`config.mk`:
```
export PLATFORM = sky130hd
export DESIGN_NAME = mem_port_arbiter
export DESIGN_NICKNAME = d
export VERILOG_FILES = /design/src/rtl/mem_port_arbiter_pkg.sv /design/src/rtl/mem_port_arbiter_lat_timer.sv /design/src/rtl/mem_port_arbiter.sv
export SDC_FILE = /design/constraint.sdc
export NUM_CORES = 1
export LEC_CHECK = 0
export BUFFER_PORTS_ARGS = -buffer_cell sky130_fd_sc_hd__buf_2
export CAP_MARGIN = 20
export CORE_MARGIN = 3
export CORE_UTILIZATION = 43
export CTS_CLUSTER_DIAMETER = 100
export CTS_CLUSTER_SIZE = 40
export DETAILED_ROUTE_END_ITERATION = 8
export PLACE_DENSITY = 0.74
export SLEW_MARGIN = 20
export SYNTH_ARGS = -nofsm -noshare
export SYNTH_HDL_FRONTEND = slang
export SYNTH_SLANG_ARGS = --single-unit
```
`constraint.sdc`:
```
create_clock -name clk_i -period 1.6 [get_ports clk_i]
set_input_delay 0.16 -clock clk_i [delete_from_list [all_inputs] [get_ports clk_i]]
set_output_delay 0.16 -clock clk_i [all_outputs]
set_load 0.03 [all_outputs]
```
`src/rtl/mem_port_arbiter_pkg.sv`:
```
// Shared widths, FSM encodings and owner codes for the IF/DM memory port arbiter.
package mem_port_arbiter_pkg;

  localparam int unsigned AddrWidth  = 32;
  localparam int unsigned InstrWidth = 32;

  localparam logic [1:0] ArbIdle  = 2'd0;
  localparam logic [1:0] ArbIssue = 2'd1;
  localparam logic [1:0] ArbWait  = 2'd2;
  localparam logic [1:0] ArbDone  = 2'd3;

  localparam logic OwnIf = 1'b0;
  localparam logic OwnDm = 1'b1;

  function automatic logic [3:0] sat_inc(input logic [3:0] val, input logic [3:0] max);
    return (val >= max) ? max : val + 4'd1;
  endfunction

endpackage

```
`src/rtl/mem_port_arbiter_lat_timer.sv`:
```
// Loadable 4-bit down-counter that flags the last wait cycle of a memory access.
module mem_port_arbiter_lat_timer (
  input  logic       clk_i,
  input  logic       reset_i,
  input  logic       load_i,
  input  logic [3:0] load_val_i,
  input  logic       dec_i,
  output logic       done_o
);

  logic [3:0] cnt_q, cnt_d;

  always_comb begin
    cnt_d = cnt_q;
    if (load_i) begin
      cnt_d = load_val_i;
    end else if (dec_i && (cnt_q != 4'd0)) begin
      cnt_d = cnt_q - 4'd1;
    end
  end

  always_ff @(posedge clk_i) begin
    if (reset_i) begin
      cnt_q <= '0;
    end else begin
      cnt_q <= cnt_d;
    end
  end

  assign done_o = (cnt_q == 4'd1);

endmodule

```
`src/rtl/mem_port_arbiter.sv`:
```
// Shares one single-port synchronous memory between instruction fetch and load/store,
// one transaction at a time, with a fixed memory latency and a streak limit favouring fetch.
module mem_port_arbiter
  import mem_port_arbiter_pkg::*;
#(
  parameter int unsigned MEM_LAT    = 1,
  parameter int unsigned MAX_STREAK = 4,
  parameter int unsigned ADDR_W     = AddrWidth,
  parameter int unsigned DATA_W     = InstrWidth
) (
  input  logic              clk_i,
  input  logic              reset_i,
  input  logic              if_req_i,
  input  logic [ADDR_W-1:0] if_addr_i,
  input  logic              if_flush_i,
  output logic              if_ack_o,
  output logic [DATA_W-1:0] if_rdata_o,
  output logic              if_stall_o,
  input  logic              dm_req_i,
  input  logic              dm_we_i,
  input  logic [ADDR_W-1:0] dm_addr_i,
  input  logic [DATA_W-1:0] dm_wdata_i,
  input  logic [3:0]        dm_be_i,
  output logic              dm_ack_o,
  output logic [DATA_W-1:0] dm_rdata_o,
  output logic              dm_stall_o,
  output logic              mem_en_o,
  output logic              mem_we_o,
  output logic [ADDR_W-1:0] mem_addr_o,
  output logic [DATA_W-1:0] mem_wdata_o,
  output logic [3:0]        mem_be_o,
  input  logic [DATA_W-1:0] mem_rdata_i
);

  localparam logic [3:0] LatLoad   = 4'(MEM_LAT - 1);
  localparam logic [3:0] MaxStreak = 4'(MAX_STREAK);

  logic [1:0]        state_q, state_d;
  logic              owner_q, owner_d;
  logic [ADDR_W-1:0] addr_q, addr_d;
  logic              we_q, we_d;
  logic [DATA_W-1:0] wdata_q, wdata_d;
  logic [3:0]        be_q, be_d;
  logic              mem_en_q, mem_en_d;
  logic [3:0]        streak_q, streak_d;
  logic              cancel_q, cancel_d;
  logic              if_ack_q, if_ack_d;
  logic              dm_ack_q, dm_ack_d;
  logic [DATA_W-1:0] if_rdata_q, if_rdata_d;
  logic [DATA_W-1:0] dm_rdata_q, dm_rdata_d;

  logic tmr_load, tmr_dec, tmr_done;
  logic if_elig, dm_elig, grant_if, grant_dm;

  mem_port_arbiter_lat_timer u_lat_timer (
    .clk_i      (clk_i),
    .reset_i    (reset_i),
    .load_i     (tmr_load),
    .load_val_i (LatLoad),
    .dec_i      (tmr_dec),
    .done_o     (tmr_done)
  );

  // A requester being acked this cycle is masked so it is not granted twice.
  assign if_elig  = if_req_i & ~if_ack_q & ~if_flush_i;
  assign dm_elig  = dm_req_i & ~dm_ack_q;
  assign grant_if = if_elig & (~dm_elig | (streak_q == MaxStreak));
  assign grant_dm = dm_elig & ~grant_if;

  always_comb begin
    state_d    = state_q;
    owner_d    = owner_q;
    addr_d     = addr_q;
    we_d       = we_q;
    wdata_d    = wdata_q;
    be_d       = be_q;
    streak_d   = streak_q;
    cancel_d   = cancel_q;
    if_ack_d   = 1'b0;
    dm_ack_d   = 1'b0;
    if_rdata_d = if_rdata_q;
    dm_rdata_d = dm_rdata_q;
    tmr_load   = 1'b0;
    tmr_dec    = 1'b0;

    unique case (state_q)
      ArbIdle: begin
        cancel_d = 1'b0;
        if (grant_dm) begin
          owner_d  = OwnDm;
          addr_d   = dm_addr_i;
          we_d     = dm_we_i;
          wdata_d  = dm_wdata_i;
          be_d     = dm_be_i;
          streak_d = if_req_i ? sat_inc(streak_q, MaxStreak) : 4'd0;
          state_d  = ArbIssue;
        end else if (grant_if) begin
          owner_d  = OwnIf;
          addr_d   = if_addr_i;
          we_d     = 1'b0;
          wdata_d  = '0;
          be_d     = '0;
          streak_d = 4'd0;
          state_d  = ArbIssue;
        end
      end
      ArbIssue: begin
        tmr_load = 1'b1;
        state_d  = (MEM_LAT == 1) ? ArbDone : ArbWait;
      end
      ArbWait: begin
        tmr_dec = 1'b1;
        if (tmr_done) begin
          state_d = ArbDone;
        end
      end
      ArbDone: begin
        state_d = ArbIdle;
        if (owner_q == OwnDm) begin
          dm_ack_d = 1'b1;
          if (!we_q) begin
            dm_rdata_d = mem_rdata_i;
          end
        end else if (!cancel_q && !if_flush_i) begin
          if_ack_d   = 1'b1;
          if_rdata_d = mem_rdata_i;
        end
      end
      default: state_d = ArbIdle;
    endcase

    // A redirect while fetch owns the port lets the access finish but drops its result.
    if ((state_q != ArbIdle) && (owner_q == OwnIf) && if_flush_i) begin
      cancel_d = 1'b1;
    end
  end

  assign mem_en_d = (state_d == ArbIssue);

  always_ff @(posedge clk_i) begin
    if (reset_i) begin
      state_q    <= ArbIdle;
      owner_q    <= OwnIf;
      addr_q     <= '0;
      we_q       <= 1'b0;
      wdata_q    <= '0;
      be_q       <= '0;
      mem_en_q   <= 1'b0;
      streak_q   <= '0;
      cancel_q   <= 1'b0;
      if_ack_q   <= 1'b0;
      dm_ack_q   <= 1'b0;
      if_rdata_q <= '0;
      dm_rdata_q <= '0;
    end else begin
      state_q    <= state_d;
      owner_q    <= owner_d;
      addr_q     <= addr_d;
      we_q       <= we_d;
      wdata_q    <= wdata_d;
      be_q       <= be_d;
      mem_en_q   <= mem_en_d;
      streak_q   <= streak_d;
      cancel_q   <= cancel_d;
      if_ack_q   <= if_ack_d;
      dm_ack_q   <= dm_ack_d;
      if_rdata_q <= if_rdata_d;
      dm_rdata_q <= dm_rdata_d;
    end
  end

  assign if_ack_o    = if_ack_q;
  assign if_rdata_o  = if_rdata_q;
  assign if_stall_o  = if_req_i & ~if_ack_q;
  assign dm_ack_o    = dm_ack_q;
  assign dm_rdata_o  = dm_rdata_q;
  assign dm_stall_o  = dm_req_i & ~dm_ack_q;
  assign mem_en_o    = mem_en_q;
  assign mem_we_o    = we_q;
  assign mem_addr_o  = addr_q;
  assign mem_wdata_o = wdata_q;
  assign mem_be_o    = be_q;

endmodule
```
==> results of run 1 <==
-- metal layers --
metal | global-route usage | up-vias | wire length, µm
li1 | - | 3364 | -
met1 | 0.302 | 3371 | 8890
met3 | 0.0606 | 91 | 1820
met2 | 0.436 | 407 | 11900
met4 | 0.110 | 0 | 1020
met5 | 0 | - | 0
-- critical path, stage by stage (launching register included) --
cell and delay (ns):
dfxtp_2 0.33, inv_1 0.08, ha_1 0.17, nand3b_1 0.16, buf_6 0.24, a2111oi_1 0.48
nor4_1 0.11
-- logic make-up after synthesis --
logic type                 share of synthesized area
AOI/OAI and AO/OA                              0.254
xor gates and xnor gates                     0.00138
adders and majority gates                     0.0158
buffers and inverters                         0.0596
DFF                                            0.467
and+or+nand+nor                                0.203
-- final timing paths --
check | startpoint | end | depth (start not counted)
worst max-delay path | streak_q[1] | mem_addr_o[9] | 6
worst min-delay path | dm_be_i[1] | mem_be_o[1] | 3
worst max register to register | streak_q[1] | mem_addr_o[9] | 6
worst min register to register | dm_rdata_o[22] | dm_rdata_o[22] | 2
-- power groups by stage --
stage | sequential, mW | clock [mW] | combinational [mW]
after floorplan | 5.64 | 0 | 2.09
after global placement | 4.63 | 0 | 4.84
after detailed placement | 4.63 | 0 | 4.89
after CTS | 4.56 | 4.13 | 5.18
after global routing | 4.66 | 4.29 | 6.54
final | 4.61 | 4.09 | 6.15
-- cell type report --
class | instances | area (µm²) | area share
sequential | 148 | 2970 | 0.293
multi-input combinational | 497 | 3710 | 0.366
clock buffer | 21 | 450 | 0.0444
timing repair buffer | 375 | 2590 | 0.256
inverter | 10 | 40.0 | 0.00395
tap | 180 | 225 | 0.0222
clock inverter | 11 | 150 | 0.0148
-- registers in the layout, indices dropped and copies added (netlist names) --
signal and cells:
dm_rdata_o 32, if_rdata_o 32, mem_addr_o 32, mem_wdata_o 32, mem_be_o 4, streak_q 4
u_lat_timer.cnt_q 4, state_q 2, cancel_q 1, dm_ack_o 1, if_ack_o 1, mem_en_o 1
mem_we_o 1, owner_q 1
-- cells in the final DEF, fill, tap and decap left out, types with 7 or more instances in the layout --
| cell type | n |
|---|---|
| o211ai_1 | 38 |
| nor2_1 | 7 |
| ha_1 | 7 |
| buf_6 | 8 |
| buf_4 | 32 |
| clkbuf_16 | 22 |
| nand3_1 | 40 |
| dlygate4sd3_1 | 38 |
| nor3_1 | 31 |
| dfxtp_1 | 142 |
| nor4_1 | 29 |
| a2111oi_4 | 30 |
| nand2_1 | 130 |
| buf_2 | 273 |
| buf_12 | 17 |
| a21oi_1 | 107 |
| a2111oi_2 | 29 |
-- what timing repair did --
| action | 4_1_cts | 5_1_grt |
|---|---|---|
| endpoints found under the hold margin | 67 | 0 |
| hold buffers | 38 | 0 |
| buffers inserted | 7 | 3 |
| gates cloned | 2 | 6 |
| pin swaps | 3 | 11 |
| endpoints found under the setup margin | 25 | 66 |
| resized for setup | 12 | 122 |
-- through the flow --
| step | utilization | hold WS [ns] |
|---|---|---|
| finish | 0.716 | 0.00912 |
| global route | 0.716 | 0.0136 |
| floorplan | - | 0.296 |
| detailed placement | 0.578 | 0.418 |
| CTS | 0.657 | 0.000329 |
| global placement | 0.578 | 0.413 |
==> flow_summary.yaml, run 1 <==
setup_path:
  path_max_fanout: 19
  crit_path_end_kind: "flip-flop"
  ff2ff_setup_slack_ns: -0.1
  cp.arrival_ns: 1.99
  critPathLaunchType: "flip-flop"
  critPathKind: "reg -> reg"
  cp.required_ns: 1.89
logic_synthesis:
  synth-edff-count: 0
  ys_warn_count: 0
  synth_commonest_cells: "dfxtp_1, nand2_1, a21oi_1"
  yosysMostFrequentCell: "dfxtp_1"
  postSynthCellCount: 738
  yosysTopAreaCellShare: 0.467
  synth_cell_types: 41
  synth.avg_cell_area_um2: 8.60
  async_reset_ff_frac: 0
  synth-seq-area-share: 0.467
  synthFlopType: "dfxtp_1"
  synthTopCellsByArea: "dfxtp_1, a21oi_1, nand2_1"
  syn_nets: 884
  yosys_register_bits: 148
  synth_area_um2: 6340
  synth_top_area_cell: "dfxtp_1"
power:
  p_seq_frac: 0.310
  ir_drop_mv: 0.920
  net-switching-power_mw: 5.81
  cellInternalPower_mw: 9.04
  leakagePower_nw: 3.97
  combPwrFrac: 0.414
  p_per_area_nw_per_um2: 1470
  swShare: 0.391
  total_power_mw: 14.8
  pwr-share-clk: 0.276
clocking:
  cts_buffers: 17
  root_buffer: "clkbuf_16"
  clock_latency_ns: 0.43
  tritoncts: "built"
  cts.sinks: 148
  clock_path_buffers: 2
  cts-htree-levels: 4
  clkTransAtPathRegs_ns: 0.06
route:
  drc: 0
  first_iter_violations: 555
  drt-wirelength-per-cell_um: 19.0
  via_per_inst: 5.82
  routed_wl_mm: 23.6
  vias: 7233
  antenna_left: 0
  drtPass1Iterations: 5
timing:
  hold_violations: 0
  setup_viol: 22
  rsz0062_at_grt: "yes"
  max-slew-margin-rel: 0.573
  finalCritPeriodShare: 1.06
  period_needed_ns: 1.70
  setup_ws_ns: -0.0965
  timing.fmax_ghz: 0.589
  finalClockSkew_ns: 0.0101
  tns_ns: -0.835
  final_max_slew_viol_count: 0
  max_slew.worst_pin.slew_ns: 0.641
final_layout:
  nFillCells: 1019
  insertedDiodeCount: 0
  fin_nets: 1195
  finalInstanceArea_um2: 10100
  syn2layout_area_growth_pct: 59.7
  final_cell_count_no_fill: 1242
  final_layout_size_suffix_gt1_frac: 0.426
global_routing:
  grt_overflow: 0
  grt_max_degree: 51
  grt_pass1_vias: 6666
  grt_pass1_wl_mm: 33.7
  antenna_found_initial: 0
  grt_usage: 0.254
placement:
  placed_cells: 1155
  place_ws_ns: -0.0670
  place_congestion: 0.850
  port_buffers: 275
  place_area_um2: 8190
  dp_hpwl_mm: 13.5
floorplan:
  die-width_um: 127
  die_h_um: 127
  pin_count: 276
  std_cell_rows: 43
  initial_core_util: 0.448
  die-area_um2: 16200
  core_area_um2: 14100
hold_path:
  hp-class: "in -> reg"
run:
  maxCapViolCount: 0
outcome:
  violations: "setup timing"
  status: "finished with violations"
(Power assumes the default switching activity.)
==> run 2, diff against run 1 <==
--- a/config.mk
+++ b/config.mk
@@ -9,6 +9,7 @@
 export CAP_MARGIN = 20
 export CORE_MARGIN = 3
 export CORE_UTILIZATION = 43
+export CTS_BUF_LIST = sky130_fd_sc_hd__clkbuf_16
 export CTS_CLUSTER_DIAMETER = 100
 export CTS_CLUSTER_SIZE = 40
 export DETAILED_ROUTE_END_ITERATION = 8
==> constraint.sdc (replaced) <==
create_clock -name clk_i -period 1.6 [get_ports clk_i]
set_input_delay 0.24 -clock clk_i [delete_from_list [all_inputs] [get_ports clk_i]]
set_output_delay 0.24 -clock clk_i [all_outputs]
set_load 0.03 [all_outputs]
==> run 2 against run 1 <==
  * The run still ends with setup timing left
  * Non-clock buffer count decreased by 26
  * Register-to-register slack got worse by 0.14 ns
  * Largest power group unchanged
  * Wire length increased by 5.1%
  * Hold slack improved by 0.032 ns
  * Sequential share of layout area decreased by 0.051 points
  * Via count decreased by 0.15%
  * Total power increased by 6.1%
  * Utilization increased by 0.12 points
  * Sequential cell count unchanged
  * Final cell count decreased by 2.0%
  * Clock-buffer cell count decreased by 4
==> flow_summary.yaml, run 2 (same netlist as run 1, synthesis figures left out) <==
global_routing:
  grt_max_degree: 62
  grt_overflow: 0
  use_met2: 0.393
  globalRouteMet3Util: 0.0665
  antenna_found_initial: 1
  grt.busiest_layer: "met2"
  grt_pass1_vias: 6399
  grt_pass1_wl_mm: 31.8
  grt_usage: 0.241
  met1_usage: 0.296
route:
  drtPass1Iterations: 5
  via_per_inst: 5.93
  first_iter_violations: 472
  antenna_left: 0
  vias: 7222
  drc: 0
  routed_wl_mm: 24.8
  drt-wirelength-per-cell_um: 20.4
timing:
  final_max_slew_viol_count: 0
  max_slew.worst_pin.slew_ns: 0.671
  timing.fmax_ghz: 0.545
  setup_ws_ns: -0.236
  tns_ns: -2.30
  setup_viol: 63
  finalClockSkew_ns: 0.0108
  period_needed_ns: 1.84
  hold_violations: 0
  max-slew-margin-rel: 0.553
  rsz0062_at_grt: "yes"
  finalCritPeriodShare: 1.15
floorplan:
  die-width_um: 127
  std_cell_rows: 43
  die_h_um: 127
  initial_core_util: 0.448
  pin_count: 276
  core_area_um2: 14100
  die-area_um2: 16200
setup_path:
  rr_startpoint: "state_q[1]"
  crit_path_end_kind: "flip-flop"
  path_max_fanout: 4
  cp.arrival_ns: 2.16
  critPathLaunchType: "flip-flop"
  cp-startpoint: "state_q[1]"
  cp.required_ns: 1.92
  critPathKind: "reg -> reg"
power:
  leakagePower_nw: 3.96
  cellInternalPower_mw: 9.33
  p_seq_frac: 0.295
  ir_drop_mv: 1.19
  total_power_mw: 15.7
  net-switching-power_mw: 6.42
  combPwrFrac: 0.456
  pwr-share-clk: 0.249
  swShare: 0.408
  p_per_area_nw_per_um2: 1550
clocking:
  cts.sinks: 148
  tritoncts: "built"
  clock_latency_ns: 0.44
  cts_buffers: 17
  holdBufCountCts: 0
  root_buffer: "clkbuf_16"
  clock_path_buffers: 2
  clkTransAtPathRegs_ns: 0.07
  cts-htree-levels: 4
placement:
  port_buffers: 275
  place_ws_ns: -0.0320
  dp_hpwl_mm: 13.6
  place_congestion: 0.824
final_layout:
  utilization: 0.717
  final_layout_size_suffix_gt1_frac: 0.481
  final_common_cell: "buf_2"
  final_cell_mix: "buf_2, dfxtp_1, nand2_1, a21oi_1, nand3_1"
  syn2layout_area_growth_pct: 60.0
  fin_nets: 1169
outcome:
  status: "finished with violations"
  violations: "setup timing"
hold_path:
  worstHoldStart: "mem_rdata_i[6]"
  hp-class: "in -> reg"
run:
  maxCapViolCount: 0
run 2: changes by cell type in the layout (fill, tap and decap cells not counted), sizes merged:
| cell | delta |
|---|---|
| dlygate4sd3 | -38 |
| buf | +9 |
| inv | +3 |
| bufinv | -2 |
| clkinv | +2 |
| bufbuf | -1 |
| clkinvlp | +1 |
| diode | +1 |
run 2: worst max-delay path, stage by stage (launching register included):
cell and delay (ns):
dfxtp_2 0.34, inv_2 0.08, ha_4 0.17, nor4bb_4 0.23, buf_4 0.18, clkbuf_16 0.14, buf_12 0.10, buf_6 0.09
nor3_2 0.04, nor4_2 0.35
run 2: layout make-up:
class	count	area, µm²
clock buffers	17	425
clock inverters	15	146
well taps	180	225
fillers	1010	4000
flip-flops and latches	148	2970
multi-input cells	497	3880
inverters	10	40.0
diodes	1	2.50
repair buffers	349	2460
run 2: power groups by stage:
stage | sequential [mW] | combinational, mW | clock [mW]
2_1_floorplan | 5.64 | 2.09 | 0
3_5_place_dp | 4.63 | 4.84 | 0
3_3_place_gp | 4.63 | 4.80 | 0
5_1_grt | 4.70 | 7.51 | 4.14
6_report | 4.65 | 7.18 | 3.92
4_1_cts | 4.56 | 4.99 | 3.94
run 2: layer usage:
layer,up-vias,part of all wire
li1,3311,-
met1,3433,0.37
met2,396,0.50
met3,82,0.085
met5,-,0
met4,0,0.045
run 2: through the flow:
| step | cells | hold slack, ns | instance area, µm² |
|---|---|---|---|
| 6_report | 1217 | 0.0410 | 10200 |
| 5_1_grt | 1217 | 0.0370 | 10200 |
| 4_1_cts | 1185 | 0.0322 | 8870 |
| 3_5_place_dp | 1150 | 0.444 | 8210 |
| 3_3_place_gp | 1150 | 0.438 | 8210 |
| 2_1_floorplan | 738 | 0.376 | 6370 |
run 2: timing repair:
action / CTS / global route
resized for setup: 14 / 170
setup endpoints to repair: 27 / 57
pin swaps: 1 / 62
gates cloned: 1 / 9
buffers inserted: 2 / 24
run 2: path summary, 6_finish.rpt:
path	to	slack (ns)	cells after the start
max reg2reg	mem_addr_o[0]	-0.24	9
min	dm_rdata_o[6]	0.04	3
min reg2reg	dm_rdata_o[10]	0.45	2
max	mem_addr_o[0]	-0.24	9
==> run 3, diff against run 2 <==
--- a/config.mk
+++ b/config.mk
@@ -7,8 +7,10 @@
 export LEC_CHECK = 0
 export BUFFER_PORTS_ARGS = -buffer_cell sky130_fd_sc_hd__buf_2
 export CAP_MARGIN = 20
+export CELL_PAD_IN_SITES_DETAIL_PLACEMENT = 0
+export CELL_PAD_IN_SITES_GLOBAL_PLACEMENT = 1
 export CORE_MARGIN = 3
-export CORE_UTILIZATION = 43
+export CORE_UTILIZATION = 29
 export CTS_BUF_LIST = sky130_fd_sc_hd__clkbuf_16
 export CTS_CLUSTER_DIAMETER = 100
 export CTS_CLUSTER_SIZE = 40
@@ -17,4 +19,5 @@
 export SLEW_MARGIN = 20
 export SYNTH_ARGS = -nofsm -noshare
 export SYNTH_HDL_FRONTEND = slang
+export SYNTH_HIERARCHICAL = 1
 export SYNTH_SLANG_ARGS = --single-unit
==> run 3 against run 2 <==
  * The flow still finishes with violations (setup timing)
  * Total power is 36% lower
  * Utilization shrank 26 points
  * Combinational power decreased by 70%
  * Sequential share of layout area increased by 6.7 points
  * Final cell count is 4.6% lower
  * Non-clock buffer count is 31 lower
  * Sequential power shrank 12%
  * Global-route usage shrank 7.8 points
  * Critical path type unchanged
  * Critical endpoint is now mem_wdata_o[27]
  * Highest routed layer unchanged
==> flow_summary.yaml, run 3 <==
setup_path:
  cp.arrival_ns: 1.98
  path_max_fanout: 5
  rr_endpoint: "mem_wdata_o[27]"
  critPathKind: "reg -> reg"
  ff2ff_setup_slack_ns: -0.03
  cp-startpoint: "streak_q[1]"
  crit_end: "mem_wdata_o[27]"
  crit_path_end_kind: "flip-flop"
  cp.required_ns: 1.95
  rr_startpoint: "streak_q[1]"
  reg2regPathDepth: 8
  critPathLaunchType: "flip-flop"
floorplan:
  pin_count: 276
  std_cell_rows: 49
  initial_core_util: 0.298
  die-width_um: 143
  die-area_um2: 20400
  die_h_um: 143
  core_area_um2: 18200
route:
  drc: 0
  first_iter_violations: 199
  drtPass1Iterations: 4
  routed_wl_mm: 17.6
  vias: 5421
  via_per_inst: 4.67
  drt-wirelength-per-cell_um: 15.2
  antenna_left: 0
placement:
  place_area_um2: 7290
  port_buffers: 275
  placed_cells: 1113
  dp_hpwl_mm: 11.6
  place_congestion: 0.777
  place_ws_ns: -0.0945
timing:
  hold-worst-slack_ns: 0.0460
  setup_ws_ns: -0.0308
  max_slew.worst_pin.slew_ns: 0.530
  rsz0062_at_grt: "yes"
  period_needed_ns: 1.63
  final_max_slew_viol_count: 0
  timing.fmax_ghz: 0.613
  max-slew-margin-rel: 0.647
  finalClockSkew_ns: 0.0138
  setup_viol: 15
  finalCritPeriodShare: 1.02
  tns_ns: -0.236
  hold_violations: 0
power:
  leakagePower_nw: 3.77
  p_seq_frac: 0.407
  p_per_area_nw_per_um2: 1220
  ir_drop_mv: 0.638
  net-switching-power_mw: 3.00
  cellInternalPower_mw: 7.07
  combPwrFrac: 0.212
  pwr-share-clk: 0.381
  swShare: 0.298
final_layout:
  final_common_cell: "buf_2"
  final_cell_mix: "buf_2, nand2_1, dfxtp_1, a21oi_1, nor2_1"
  final_layout_size_suffix_gt1_frac: 0.432
  fin_nets: 1060
  finalInstanceArea_um2: 8250
  nFillCells: 1857
  syn2layout_area_growth_pct: 51.9
  final_cell_count_no_fill: 1161
logic_synthesis:
  synth.avg_cell_area_um2: 8.69
  ys_warn_count: 6
  synth-seq-area-share: 0.545
  synth_fa_ha_area_frac: 0.00921
  synth-edff-count: 0
  synth_xor_area_frac: 0
  synth_top_area_cell: "dfxtp_1"
  synth_commonest_cells: "nand2_1, dfxtp_1, a21oi_1"
  synth_cell_types: 44
  yosys_register_bits: 148
  yosysMostFrequentCell: "nand2_1"
  synth_area_um2: 5430
  postSynthCellCount: 625
  synth_compound_area_frac: 0.222
  synth_top_family_by_area: "compound AO/OA/AOI/OAI gates"
  async_reset_ff_frac: 0
  synthTopCellsByArea: "dfxtp_1, nand2_1, a21oi_1"
  yosysTopAreaCellShare: 0.545
  synthMuxAreaShare: 0.00184
  synthFlopType: "dfxtp_1"
  yosys.area_share.simple: 0.179
outcome:
  violations: "setup timing"
  status: "finished with violations"
run:
  maxCapViolCount: 0
clocking:
  clkTransAtPathRegs_ns: 0.06
  clock_path_buffers: 2
  root_buffer: "clkbuf_16"
  cts.sinks: 148
  cts_buffers: 17
  tritoncts: "built"
  cts-htree-levels: 4
  clock_latency_ns: 0.42
global_routing:
  grt_overflow: 0
  grt_usage: 0.163
  grt_pass1_vias: 5165
  grt_pass1_wl_mm: 26.7
  antenna_found_initial: 1
  grt_max_degree: 50
hold_path:
  hp-class: "in -> reg"
[run 3: routing by layer]
metal / global-route usage / vias up / routed length, µm
met4: 0.0645 / 0 / 347
met1: 0.208 / 2477 / 7810
li1: - / 2733 / -
met5: 0 / - / 0
met2: 0.257 / 193 / 8120
met3: 0.0509 / 18 / 1350
[run 3: worst max-delay path: stages (launching register included)]
cell       delay, ns
dfxtp_2         0.34
inv_2           0.05
ha_4            0.14
and3b_2         0.23
buf_6           0.13
a211oi_4        0.23
buf_6           0.18
clkbuf_16       0.15
a22o_1          0.13
[run 3: per-stage QoR]
stage                      util  power [mW]
final                     0.453        10.1
after global routing      0.453        10.6
after CTS                 0.443        10.1
after detailed placement  0.400        6.11
after global placement    0.400        6.11
after floorplan               -        5.35
[run 3: kinds of logic after synthesis]
group           count (synthesis)
simple gates                  235
compound gates                183
fa+ha+maj                       4
mux                             1
flops                         148
other cells                     1
buf+inv                        53
[run 3: what timing repair did]
item | CTS | global route
endpoints found under the setup margin | 98 | 76
gates cloned | 3 | 3
hold buffers | 0 | 0
buffers inserted | 8 | 4
hold endpoints to repair | 0 | 0
gates resized for setup | 18 | 37
pin swaps | 24 | 46
[run 3: layout make-up]
cell class	instances	area, µm²	share of cell area
Multi-Input combinational cell	427	2470	0.300
Tap cell	229	287	0.0347
Clock inverter	15	139	0.0168
Clock buffer	17	425	0.0516
Antenna cell	1	2.50	0.000303
Timing Repair Buffer	318	1930	0.234
Sequential cell	148	2970	0.360
Inverter	6	22.5	0.00273
[run 3: worst min path at each step]
| stage | start | end | slack, ns | depth (start not counted) |
|---|---|---|---|---|
| 5_1_grt | dm_wdata_i[18] | mem_wdata_o[18] | 0.02 | 2 |
| 4_1_cts | dm_wdata_i[17] | mem_wdata_o[17] | 0.02 | 2 |
| 3_5_place_dp | if_rdata_o[17] | if_rdata_o[17] | 0.44 | 2 |
| 2_1_floorplan | reset_i | u_lat_timer/cnt_q[3] | 0.32 | 1 |
| 3_3_place_gp | dm_rdata_o[13] | dm_rdata_o[13] | 0.44 | 2 |
| 6_report | dm_wdata_i[17] | mem_wdata_o[17] | 0.05 | 2 |
[run 3: power by group through the flow]
stage	registers [mW]	logic [mW]	clock network (mW)
after CTS	4.09	2.04	3.99
after detailed placement	4.17	1.94	0
after global placement	4.16	1.94	0
after global routing	4.13	2.32	4.11
after floorplan	4.63	0.722	0
final	4.10	2.14	3.83
